File: config.mk
export PLATFORM = sky130hd
export DESIGN_NAME = instr_fetch_unit
export DESIGN_NICKNAME = d
export VERILOG_FILES = /design/src/rtl/instr_fetch_unit_pkg.sv /design/src/rtl/instr_fetch_unit_fetch_fifo.sv /design/src/rtl/instr_fetch_unit.sv
export SDC_FILE = /design/constraint.sdc
export NUM_CORES = 1
export LEC_CHECK = 0
export ABC_CLOCK_PERIOD_IN_PS = 11300
export BUFFER_PORTS_ARGS = -buffer_cell sky130_fd_sc_hd__buf_2
export CAP_MARGIN = 20
export CORE_ASPECT_RATIO = 0.7
export CORE_MARGIN = 4
export CORE_UTILIZATION = 30
export CTS_CLUSTER_DIAMETER = 60
export DETAILED_ROUTE_END_ITERATION = 7
export PLACE_DENSITY = 0.48
export SLEW_MARGIN = 20
export SYNTH_ARGS = -nofsm -noshare
export SYNTH_HDL_FRONTEND = slang
export SYNTH_HIERARCHICAL = 1
export SYNTH_SLANG_ARGS = --single-unit
File: constraint.sdc
create_clock -name clk -period 11.3 [get_ports clk]
set_input_delay 0 -clock clk [delete_from_list [all_inputs] [get_ports clk]]
set_output_delay 0 -clock clk [all_outputs]
set_load 0.01 [all_outputs]
File: src/rtl/instr_fetch_unit_pkg.sv
// Shared definitions for the fetch stage and the downstream decoder:
// opcode constants, fetch FSM encoding, FIFO entry layout and redirect-target helpers.
package instr_fetch_unit_pkg;

  localparam logic [5:0] OP_RTYPE = 6'h00;
  localparam logic [5:0] OP_J     = 6'h02;
  localparam logic [5:0] OP_BEQ   = 6'h04;
  localparam logic [5:0] OP_ADDIU = 6'h09;
  localparam logic [5:0] OP_ORI   = 6'h0D;
  localparam logic [5:0] OP_LUI   = 6'h0F;
  localparam logic [5:0] OP_LW    = 6'h23;
  localparam logic [5:0] OP_SW    = 6'h2B;

  typedef enum logic [1:0] {
    RUN  = 2'd0,
    WAIT = 2'd1,
    DROP = 2'd2
  } fetch_state_t;

  typedef struct packed {
    logic [31:0] pc;
    logic [31:0] instr;
  } fetch_entry_t;

  function automatic logic [31:0] branch_target(input logic [31:0] pc4, input logic [15:0] imm);
    return pc4 + {{14{imm[15]}}, imm, 2'b00};
  endfunction

  function automatic logic [31:0] jump_target(input logic [3:0] pc4_hi, input logic [25:0] idx);
    return {pc4_hi, idx, 2'b00};
  endfunction

endpackage

File: src/rtl/instr_fetch_unit_fetch_fifo.sv
// Fetch buffer of {pc, instr} entries. When empty the head output keeps showing
// the last entry that was at the head, so the decoder-facing word/pc hold steady.
module instr_fetch_unit_fetch_fifo
  import instr_fetch_unit_pkg::*;
#(
  parameter int unsigned DEPTH = 2
) (
  input  logic         clk,
  input  logic         reset,
  input  logic         i_push,
  input  fetch_entry_t i_data,
  input  logic         i_pop,
  input  logic         i_flush,
  output fetch_entry_t o_head,
  output logic         o_full,
  output logic         o_empty
);

  localparam int unsigned AW = $clog2(DEPTH);
  localparam logic [AW-1:0] PTR_ONE   = AW'(1);
  localparam logic [AW:0]   CNT_ONE   = (AW + 1)'(1);
  localparam logic [AW:0]   CNT_DEPTH = (AW + 1)'(DEPTH);

  fetch_entry_t  r_mem [DEPTH];
  fetch_entry_t  r_hold;
  logic [AW-1:0] r_rd_ptr;
  logic [AW-1:0] r_wr_ptr;
  logic [AW:0]   r_count;
  logic          w_do_push;
  logic          w_do_pop;

  assign o_full    = (r_count == CNT_DEPTH);
  assign o_empty   = (r_count == '0);
  assign w_do_pop  = i_pop & ~o_empty;
  assign w_do_push = i_push & (~o_full | w_do_pop);
  assign o_head    = o_empty ? r_hold : r_mem[r_rd_ptr];

  always_ff @(posedge clk) begin
    if (reset) begin
      r_rd_ptr <= '0;
      r_wr_ptr <= '0;
      r_count  <= '0;
    end else if (i_flush) begin
      r_rd_ptr <= '0;
      r_wr_ptr <= '0;
      r_count  <= '0;
    end else begin
      if (w_do_push) r_wr_ptr <= r_wr_ptr + PTR_ONE;
      if (w_do_pop)  r_rd_ptr <= r_rd_ptr + PTR_ONE;
      case ({w_do_push, w_do_pop})
        2'b10:   r_count <= r_count + CNT_ONE;
        2'b01:   r_count <= r_count - CNT_ONE;
        default: r_count <= r_count;
      endcase
    end
  end

  always_ff @(posedge clk) begin
    if (!reset && !i_flush && w_do_push) r_mem[r_wr_ptr] <= i_data;
  end

  // Remember what the decoder last saw so the outputs hold once the buffer drains.
  always_ff @(posedge clk) begin
    if (reset)         r_hold <= '0;
    else if (!o_empty) r_hold <= r_mem[r_rd_ptr];
  end

endmodule

File: src/rtl/instr_fetch_unit.sv
// Instruction fetch stage: owns the fetch PC, runs one outstanding imem read at a
// time, buffers returned words and redirects on decoder branch/jump with flush.
module instr_fetch_unit
  import instr_fetch_unit_pkg::*;
#(
  parameter logic [31:0] RESET_PC = 32'h0000_0000,
  parameter int unsigned DEPTH    = 2
) (
  input  logic        clk,
  input  logic        reset,
  output logic        imem_req,
  output logic [31:0] imem_addr,
  input  logic        imem_ack,
  input  logic [31:0] imem_rdata,
  output logic [31:0] instr,
  output logic [31:0] instr_pc,
  output logic        instr_valid,
  input  logic        instr_ready,
  input  logic        dobranch,
  input  logic        dojump
);

  fetch_state_t r_state;
  fetch_state_t w_state_nxt;
  logic [31:0]  r_fetch_pc;
  logic [31:0]  w_fetch_pc_nxt;
  logic [31:0]  r_addr;
  logic [31:0]  w_addr_nxt;
  logic [31:0]  w_pc4;
  logic [31:0]  w_target;
  logic         w_consume;
  logic         w_redirect;
  logic         w_req;
  logic         w_push;
  logic         w_full;
  logic         w_empty;
  fetch_entry_t w_head;
  fetch_entry_t w_push_entry;

  assign instr_valid  = ~w_empty;
  assign instr        = w_head.instr;
  assign instr_pc     = w_head.pc;
  assign w_consume    = instr_valid & instr_ready;
  assign w_redirect   = w_consume & (dobranch | dojump);
  assign w_pc4        = instr_pc + 32'd4;
  assign w_target     = dojump ? jump_target(w_pc4[31:28], instr[25:0])
                               : branch_target(w_pc4, instr[15:0]);
  assign w_push_entry = '{pc: r_addr, instr: imem_rdata};
  // The address latched at issue stays on the bus for the whole transaction.
  assign imem_addr    = (r_state == RUN) ? r_fetch_pc : r_addr;
  assign imem_req     = w_req & ~reset;

  always_comb begin
    w_state_nxt    = r_state;
    w_fetch_pc_nxt = r_fetch_pc;
    w_addr_nxt     = r_addr;
    w_req          = 1'b0;
    w_push         = 1'b0;
    case (r_state)
      RUN: begin
        w_req = ~w_full & ~w_redirect;
        if (w_redirect) begin
          w_fetch_pc_nxt = w_target;
        end else if (!w_full) begin
          w_addr_nxt  = r_fetch_pc;
          w_state_nxt = WAIT;
        end else begin
          w_state_nxt = RUN;
        end
      end
      WAIT: begin
        w_req = 1'b1;
        if (w_redirect) begin
          // The in-flight word is wrong-path: drop it now or wait it out in DROP.
          w_fetch_pc_nxt = w_target;
          w_state_nxt    = imem_ack ? RUN : DROP;
        end else if (imem_ack) begin
          w_push         = 1'b1;
          w_fetch_pc_nxt = r_addr + 32'd4;
          w_state_nxt    = RUN;
        end else begin
          w_state_nxt = WAIT;
        end
      end
      DROP: begin
        w_req = 1'b1;
        if (w_redirect) w_fetch_pc_nxt = w_target;
        else            w_fetch_pc_nxt = r_fetch_pc;
        if (imem_ack) w_state_nxt = RUN;
        else          w_state_nxt = DROP;
      end
      default: begin
        w_state_nxt = RUN;
      end
    endcase
  end

  always_ff @(posedge clk) begin
    if (reset) begin
      r_state    <= RUN;
      r_fetch_pc <= RESET_PC;
      r_addr     <= RESET_PC;
    end else begin
      r_state    <= w_state_nxt;
      r_fetch_pc <= w_fetch_pc_nxt;
      r_addr     <= w_addr_nxt;
    end
  end

  instr_fetch_unit_fetch_fifo #(
    .DEPTH (DEPTH)
  ) u_fetch_fifo (
    .clk     (clk),
    .reset   (reset),
    .i_push  (w_push),
    .i_data  (w_push_entry),
    .i_pop   (w_consume),
    .i_flush (w_redirect),
    .o_head  (w_head),
    .o_full  (w_full),
    .o_empty (w_empty)
  );

endmodule
* Word level (Yosys, flattened, before mapping)
Memories as Yosys holds them, arrays and structs flattened. A register that Yosys moved wholly into a read port is not among the register bits. Index checks and enable logic that the tools add are counted.
Operators by class: $add $sub $neg 7, multiply operators 0, divide/modulo/power cells 0, magnitude comparators 0, equal/unequal tests 8, shift operators 0, muxes and demuxes 22, bitwise operators 12, reduce and logical (&&, ||, !) cells 13
Operator list (number):
- $mux 32 | 5
- $add 32x3->32 const B | 2
- $mux 64 | 1
- $pmux 32 s2 | 1
- $add 32x32->32 | 1
- $mux 1 | 9
- $and 1x1->1 | 6
- $eq 2x2->1 const B | 3
- $mux 2 | 3
- $pmux 2 s3 | 1
- $reduce_and 3->1 | 2
- $reduce_or 2->1 | 3
- $eq 2x1->1 const B | 2
- $logic_not 2->1 | 2
- $not 1->1 | 4
- $pmux 2 s2 | 1
- $reduce_bool 2->1 | 2
- $ne 3x2->1 const B | 1
- $add 1x1->1 const B | 2
- $add 2x1->2 const B | 1
- $logic_and 1x1->1 | 2
- $logic_not 1->1 | 2
- $ne 2x1->1 const B | 1
- $ne 2x2->1 const B | 1
- 3 further kinds | 4
Word-level totals: bits in registers 134, latch bits 0, memory bits (writable) 128, ROM bits 0, output and inout port bits 98, memories 1
Memories:
- u_fetch_fifo.r_mem | words 2, bits a word 64, read ports 1, clocked after Yosys merged registers in 1, write ports 1, line instr_fetch_unit_fetch_fifo.sv:24 | fetch_entry_t r_mem [DEPTH];

* Logic depth before layout (Yosys ltp)
Gate-level depths: netlist of the first run.
depth after elaboration 10, gate-level depth with buffers 21, mapped depth without buffers 18

* Cells and area by module
The synthesis of the first run kept the hierarchy.
By module, submodules not included:
- instr_fetch_unit_fetch_fifo | instances 1, cells an instance 515, area each 7593.5 um^2
- instr_fetch_unit | instances 1, cells an instance 809, area each 6042.0 um^2

* Worst setup path before layout of the first run
No wires, ideal clock.
path kind register -> register, start register u_fetch_fifo.r_count[1], end memory u_fetch_fifo/r_mem[1][0] (netlist bit) (enable), library setup time 0.666 ns, arrival time 8.348 ns, data required time 10.634 ns, slack 2.285 ns, cell stages (with the launch flop) 11, buffers on the path 3, period minus slack after synthesis 9.015 ns, cell sequence dfxtp_1 or2_1 buf_2 buf_2 buf_2 inv_1 nor2b_1 o21ai_1 and3_1 o21ai_1 nor4b_1
On the way: word-level cells in the longest chain between the ends 10, elaborated cells on any way between the ends 16, classes of those cells eq/ne (1); mux (4); bitwise (7); reduce/logical (4)
Ends and longest elaborated chain:
- start, declared | line instr_fetch_unit_fetch_fifo.sv:28 | logic [AW:0] r_count;
- start signal, assigned | line instr_fetch_unit_fetch_fifo.sv:51 | 2'b10: r_count <= r_count + CNT_ONE;
- start signal, assigned | line instr_fetch_unit_fetch_fifo.sv:52 | 2'b01: r_count <= r_count - CNT_ONE;
- start signal, assigned | line instr_fetch_unit_fetch_fifo.sv:53 | default: r_count <= r_count;
- $logic_not 2->1 | line instr_fetch_unit_fetch_fifo.sv:33 | assign o_empty = (r_count == '0);
- via w_empty | line instr_fetch_unit.sv:36 | logic w_empty;
- $not 1->1 | line instr_fetch_unit.sv:40 | assign instr_valid = ~w_empty;
- $and 1x1->1 | line instr_fetch_unit.sv:43 | assign w_consume = instr_valid & instr_ready;
- via w_consume | line instr_fetch_unit.sv:31 | logic w_consume;
- $and 1x1->1 | line instr_fetch_unit.sv:44 | assign w_redirect = w_consume & (dobranch | dojump);
- $mux 1 | line instr_fetch_unit.sv:73 | if (w_redirect) begin
- $mux 1 | line instr_fetch_unit.sv:59 | case (r_state)
- via w_push | line instr_fetch_unit.sv:34 | logic w_push;
- $and 1x1->1 | line instr_fetch_unit_fetch_fifo.sv:35 | assign w_do_push = i_push & (~o_full | w_do_pop);
- $logic_and 1x1->1 | line instr_fetch_unit_fetch_fifo.sv:59 | if (!reset && !i_flush && w_do_push) r_mem[r_wr_ptr] <= i_data;
- $mux 1 | line instr_fetch_unit_fetch_fifo.sv:59
- $mux 1 (implied by the code) | line instr_fetch_unit_fetch_fifo.sv:59
- end, declared | line instr_fetch_unit_fetch_fifo.sv:24
The timed path passes the listed nets, and every way through them passes these cells.

* Worst setup path in the final report of the first run
start register u_fetch_fifo.r_count[1], end register r_fetch_pc[27]
On the way: word-level cells in the longest chain between the ends 7, elaborated cells on any way between the ends 14, classes of those cells add/sub (2); eq/ne (2); mux (5); bitwise (3); reduce/logical (2)
Ends and longest elaborated chain:
- $logic_not 2->1 (*) | line instr_fetch_unit_fetch_fifo.sv:33
- $mux 64 | line instr_fetch_unit_fetch_fifo.sv:36 | assign o_head = o_empty ? r_hold : r_mem[r_rd_ptr];
- $add 32x3->32 | line instr_fetch_unit.sv:45 | assign w_pc4 = instr_pc + 32'd4;
- $add 32x32->32 | line instr_fetch_unit_pkg.sv:26 | return pc4 + {{14{imm[15]}}, imm, 2'b00};
- $mux 32 | line instr_fetch_unit.sv:46 | assign w_target = dojump ? jump_target(w_pc4[31:28], instr[25:0])
- $mux 32 (on tied branches) | line instr_fetch_unit.sv:62, instr_fetch_unit.sv:87, instr_fetch_unit.sv:73
- $pmux 32 s2 | line instr_fetch_unit.sv:59
- end signal, assigned | line instr_fetch_unit.sv:105 | r_fetch_pc <= w_fetch_pc_nxt;
- end, declared | line instr_fetch_unit.sv:25 | logic [31:0] r_fetch_pc;
Mark *: on every way between the ends. The rest lies on a longest branch, timed or not. The select of a mux whose other input is x is not followed. A chain may end at the register's enable or synchronous reset.

==> impl_metrics.ini, run 1 <==
[status]
status = finished, final reports clean

[grt]
met2_usage_pct = 23.4
overflow = 0
grt_use_met3_pct = 3.14
grt_usage_pct = 17.3
met1_usage_pct = 28.7
grt_antenna_before_repair = 1
grt_pass1_vias = 10221
grt_max_degree = 82
grt_first_pass_wirelength_microns = 66500
busiest_layer = met1

[critical_path]
critPathCaptureType = flip-flop
required_ns = 11.77
critical_path_class = flip-flop to flip-flop
worstSetupStartpointType = flip-flop
reg2reg_slack_ns = 4.98
cp_max_fo = 69
reg2reg_depth = 19
critical_path_arrival_ns = 6.79

[pwr]
netSwitchingFraction_pct = 35.3
intPower_mw = 1.91
peakVddDrop_mv = 0.0854
p_clk_share_pct = 30.7
switchingPower_mw = 1.05
p_seq_share_pct = 38.0
p_comb_share_pct = 31.2
total_leakage_power_nw = 5.86
power_density_nw_per_um2 = 184

[cts]
htree_levels = 1
hold_buffers = 34
clk_path_buf_depth = 3
cts.repair.resized = 0
clockRootBuffer = clkbuf_16
cts_buffers = 29
cts_tree = done
post_cts_buffers = 0
clock_latency_ns = 0.55
clk_pin_slew_ns = 0.06
cts.sinks = 263

[synth]
synthDistinctLibCells = 82
synth_common_cells = 156 x a21oi_1, 138 x nand2_1, 135 x dfxtp_1
async_flop_share_pct = 0
ys.flop_type = dfxtp_1
synth_area_per_cell_sq_um = 10.3
netlist_area_sq_um = 13600
ys_seq_area_share_pct = 48.0
synth_top_area_share_pct = 28.2
yosysWarnings = 6
synthMostInstantiatedCell = a21oi_1
synth_area_leader_cell = edfxtp_1
yosys-top-cells-area = edfxtp_1 28%, dfxtp_1 20%, a21oi_1 5.7%, mux2i_1 4.9%, a211oi_2 4.8%
syn_nets = 1403
synth-edff-count = 128
yosys_register_bits = 263
synthCells = 1324

[floorplanning]
die-area_sq_um = 49000
die-height_microns = 186
die_w_microns = 263
initial_core_util_pct = 30.3
io_pins = 136
fp-row-count = 65
core_area_sq_um = 45000

[sta]
rsz0062_at_grt = false
finalSetupViolCount = 0
setup_tns_ns = 0
worst_pin_slew_ns = 1.08
slew_viol_final = 0
finClkSkew_ns = 0.0126
relSlewSlack_pct = 27.8
layout_min_cycle_time_ns = 6.32
hold_viol = 0
fin_crit_sh_pct = 55.9
fmax_ghz = 0.158

[final_layout]
fin_util_pct = 35.8
fin_area_sq_um = 16100
nFillCells = 4548
drive_above_1_share_pct = 21.2
diodes = 0
nets = 1546
syn_to_final_growth_pct = 18.1
stdcell_count = 2092

[routing]
viasPerCell = 5.16
drt_iter0_drc = 986
drc = 0
route.vias.total = 10799
wl_per_cell_microns = 21.1
drt_wl_total_microns = 44200
antenna_left = 0
drtPass1Iterations = 5

[place]
port_buffers = 135
dp.final_hpwl_microns = 31300
dp_cells = 2005
place_congestion = 0.847
dpl_cell_area_sq_um = 14900

[hold_path]
whs_path_depth = 4
worstHoldPathType = input pin to flip-flop

[job]
cap_violations = 0
==> power groups by stage <==
stage          combinational (mW)  clock, mW  sequential (mW)
6_report                    0.924      0.910             1.13
5_1_grt                      1.01      0.975             1.13
4_1_cts                     0.920      0.936             1.12
3_5_place_dp                0.906          0             1.14
3_3_place_gp                0.907          0             1.14
2_1_floorplan               0.605          0             1.12
==> path summary, 6_finish.rpt <==
path                                         startpoint             end
worst max-delay path            u_fetch_fifo/r_count[1]  r_fetch_pc[27]
worst min register to register            r_fetch_pc[9]       r_addr[9]
worst max register to register  u_fetch_fifo/r_count[1]  r_fetch_pc[27]
worst min-delay path                             dojump  r_fetch_pc[18]
==> sequential cells by signal, indices dropped and copies added (netlist names), named ones only <==
signal,count
u_fetch_fifo/r_count,2
u_fetch_fifo/r_mem,128
u_fetch_fifo/r_wr_ptr,1
u_fetch_fifo/r_rd_ptr,1
r_addr,32
r_fetch_pc,32
u_fetch_fifo/r_hold,64
r_state,2
==> per-stage QoR <==
stage / total power, mW / hold slack, ns / setup WS [ns]
floorplan: 1.73 / 0.0989 / 2.29
global placement: 2.05 / 0.188 / 5.24
detailed placement: 2.05 / 0.192 / 5.01
CTS: 2.98 / 0.0818 / 5.00
global route: 3.12 / 0.156 / 4.50
finish: 2.96 / 0.123 / 4.98
==> cell type report <==
cell class | instances | area [sq um] | area share, %
timing repair buffer | 186 | 1150 | 7.14
clock buffer | 41 | 812 | 5.04
multi-input combinational | 972 | 6680 | 41.5
clock inverter | 12 | 95.1 | 0.591
tap | 603 | 754 | 4.69
sequential | 263 | 6550 | 40.7
inverter | 15 | 56.3 | 0.350
==> per-layer routing <==
layer / up-vias / wire, microns
met3: 35 / 2550
met2: 309 / 17400
met4: 0 / 574
met1: 5267 / 23700
li1: 5188 / -
met5: - / 0
==> cell families (layout without fill, tap and decap cells) <==
kind of cell,after synthesis,after routing,synth area share (%)
AO/OA/AOI/OAI,356,356,18.4
adder cells (fa/ha/maj),41,41,3.82
AND/OR/NAND/NOR,401,401,14.0
XOR/XNOR,75,75,4.93
multiplexers,99,99,7.56
flip-flops,263,263,48.0
buffers and inverters,89,254,3.24
==> cells in the final DEF, fill, tap and decap left out, types with 9 or more instances in the layout <==
master | Yosys | layout
a211oi_2 | 52 | 52
o21ai_0 | 23 | 23
xor2_1 | 32 | 32
dlygate4sd3_1 | 0 | 34
nor2_1 | 112 | 111
mux2_2 | 31 | 31
nor3_1 | 23 | 23
ha_1 | 40 | 39
a21oi_1 | 156 | 155
a211oi_1 | 29 | 29
clkbuf_16 | 0 | 30
xnor2_1 | 41 | 41
nand2_1 | 138 | 138
and3_1 | 18 | 18
buf_2 | 20 | 134
mux2i_1 | 67 | 67
dfxtp_1 | 135 | 134
buf_4 | 4 | 17
inv_1 | 14 | 14
clkbuf_1 | 36 | 9
nand2b_1 | 11 | 10
nor2_2 | 10 | 10
o211ai_1 | 14 | 14
nand3_1 | 27 | 27
edfxtp_1 | 128 | 128
nand4_1 | 19 | 19
==> worst max-delay path, stage by stage, from the launching register on <==
cell and delay, ns:
dfxtp_1 0.45, or2_4 0.45, buf_4 0.62, buf_4 0.73, nor2_1 0.15, a21oi_1 0.38, and3_1 0.31, nand4_2 0.20
nor3_1 0.40, nand3_1 0.15, xnor2_1 0.17, ha_1 0.43, nand2_1 0.19, nor4_2 0.32, nand3_1 0.13, nand4_1 0.13
o311ai_1 0.16, or4b_1 0.50, a31o_1 0.20, a21oi_1 0.13
(Power assumes the default switching activity.)
==> inputs of run 2 (changes only) <==
--- a/config.mk
+++ b/config.mk
@@ -5,7 +5,7 @@
 export SDC_FILE = /design/constraint.sdc
 export NUM_CORES = 1
 export LEC_CHECK = 0
-export ABC_CLOCK_PERIOD_IN_PS = 11300
+export ABC_CLOCK_PERIOD_IN_PS = 5200
 export BUFFER_PORTS_ARGS = -buffer_cell sky130_fd_sc_hd__buf_2
 export CAP_MARGIN = 20
 export CORE_ASPECT_RATIO = 0.7
@@ -13,7 +13,7 @@
 export CORE_UTILIZATION = 30
 export CTS_CLUSTER_DIAMETER = 60
 export DETAILED_ROUTE_END_ITERATION = 7
-export PLACE_DENSITY = 0.48
+export PLACE_DENSITY = 0.5
 export SLEW_MARGIN = 20
 export SYNTH_ARGS = -nofsm -noshare
 export SYNTH_HDL_FRONTEND = slang
==> constraint.sdc (replaced) <==
create_clock -name clk -period 5.2 [get_ports clk]
set_input_delay 0 -clock clk [delete_from_list [all_inputs] [get_ports clk]]
set_output_delay 0 -clock clk [all_outputs]
set_load 0.01 [all_outputs]
==> run 2 against run 1 <==
Effect of this change: clock skew increased by 0.0087 ns; sequential share of layout area decreased by 0.88 points; die area unchanged; global-route usage decreased by 0.15 points; non-clock buffer count increased by 36; worst setup slack got worse by 4.6 ns; critical path type unchanged; first-iteration DRC count decreased by 4.8%.
==> impl_metrics.ini, run 2 (synthesis gave the netlist of run 1 again) <==
[cts]
cts.sinks = 263
clk_path_buf_depth = 3
clk_pin_slew_ns = 0.06
cts_buffers = 30
clockRootBuffer = clkbuf_16
cts_tree = done
clock_latency_ns = 0.58
htree_levels = 1

[place]
port_buffers = 135
dp_slack_ns = 0.383
place_congestion = 0.869
dpl_cell_area_sq_um = 15200
dp.final_hpwl_microns = 31800

[floorplanning]
core_area_sq_um = 45000
fp-row-count = 65
die-height_microns = 186
io_pins = 136
initial_core_util_pct = 30.3
die_w_microns = 263
die-area_sq_um = 49000

[pwr]
total_leakage_power_nw = 6.07
p_clk_share_pct = 30.8
p_seq_share_pct = 37.2
peakVddDrop_mv = 0.238
p_comb_share_pct = 31.9
intPower_mw = 4.21
power_mw = 6.57
netSwitchingFraction_pct = 35.9
power_density_nw_per_um2 = 399
switchingPower_mw = 2.36

[sta]
hold_viol = 0
fin_crit_sh_pct = 93.1
finalSetupViolCount = 0
setup_tns_ns = 0
fin_ws_ns = 0.357
worst_pin_slew_ns = 1.02
layout_min_cycle_time_ns = 4.84
slew_viol_final = 0
fmax_ghz = 0.206
finClkSkew_ns = 0.0213
relSlewSlack_pct = 32.3

[critical_path]
worstSetupStartpointType = flip-flop
cp_max_fo = 18
critical_path_class = flip-flop to flip-flop
critPathCaptureType = flip-flop
required_ns = 5.62
critical_path_arrival_ns = 5.26

[final_layout]
top_register = u_fetch_fifo/r_mem
diodes = 0
multi_input_area_sq_um = 6700
regArea_sq_um = 6550
fin_area_sq_um = 16500
syn_to_final_growth_pct = 20.7
nFillCells = 4452
largest_reg_flops = 128
reg_top3 = u_fetch_fifo/r_mem: 128 flops, u_fetch_fifo/r_hold: 64 flops
drive_above_1_share_pct = 23.0
final_common_cell = a21oi_1
nets = 1584
layout_common_cells = 155 x a21oi_1, 138 x nand2_1, 134 x buf_2, 134 x dfxtp_1, 128 x edfxtp_1

[grt]
grt_max_degree = 81
overflow = 0
grt_first_pass_wirelength_microns = 65400
grt_pass1_vias = 10032
grt_antenna_before_repair = 0
grt_usage_pct = 17.2

[routing]
drt_wl_total_microns = 43900
drtPass1Iterations = 5
wl_per_cell_microns = 20.6
drt_iter0_drc = 939
drc = 0
route.vias.total = 10808
viasPerCell = 5.07
antenna_left = 0

[job]
cap_violations = 0

[status]
status = finished, final reports clean

[hold_path]
worstHoldPathType = input pin to flip-flop
[run 2: final timing paths]
path	start	end	slack [ns]	cells after the start
setup reg to reg	u_fetch_fifo/r_count[1]	r_fetch_pc[15]	0.36	16
setup / recovery	u_fetch_fifo/r_count[1]	r_fetch_pc[15]	0.36	16
hold / removal	instr_ready	u_fetch_fifo/r_count[0]	0.1	5
hold reg to reg	r_fetch_pc[8]	r_addr[8]	0.47	2
[run 2: metrics by stage]
stage          hold WS, ns  util, %  cells
2_1_floorplan       0.0989        -   1324
3_3_place_gp         0.188     33.7   2041
3_5_place_dp         0.192     33.7   2041
4_1_cts             0.0781     36.6   2131
5_1_grt              0.143     36.6   2132
6_report            0.0971     36.6   2132
[run 2: timing repair]
action / 4_1_cts / 5_1_grt
hold buffers: 34 / 0
endpoints found under the setup margin: 0 / 4
buffers inserted: 0 / 0
resized for setup: 0 / 2
endpoints found under the hold margin: 95 / 0
[run 2: critical path, cell delays in order, from the launching register on]
cell,delay (ns)
dfxtp_1,0.54
or2_4,0.36
nor2_1,0.11
a21oi_1,0.32
ha_1,0.26
nand3_1,0.20
nand2b_1,0.22
xnor2_1,0.13
ha_1,0.33
a21o_1,0.20
a221o_1,0.44
a2111o_1,0.36
a31oi_2,0.33
xor2_1,0.21
nor2_1,0.07
a211oi_1,0.46
a2111oi_0,0.14
[run 2: final cells by class]
| class | count | share of cell area [%] |
|---|---|---|
| tap | 603 | 4.59 |
| multi-input combinational | 973 | 40.7 |
| clock buffer | 39 | 4.77 |
| sequential | 263 | 39.8 |
| timing repair buffer | 222 | 8.78 |
| inverter | 15 | 0.342 |
| clock inverter | 17 | 0.989 |
[run 2: power by group through the flow]
stage	Sequential [mW]	Combinational, mW	Clock [mW]
after CTS	2.44	2.08	2.08
after global routing	2.46	2.29	2.17
after detailed placement	2.49	2.05	0
after floorplan	2.44	1.32	0
final	2.45	2.10	2.03
after global placement	2.48	2.05	0
[run 2: layer usage]
layer	part of all wire, %	vias to the layer above	track usage (%)
li1	-	5268	-
met1	53	5161	28.2
met2	39	336	22.9
met3	6.7	43	3.47
met4	1.5	0	2.92
met5	0	-	0
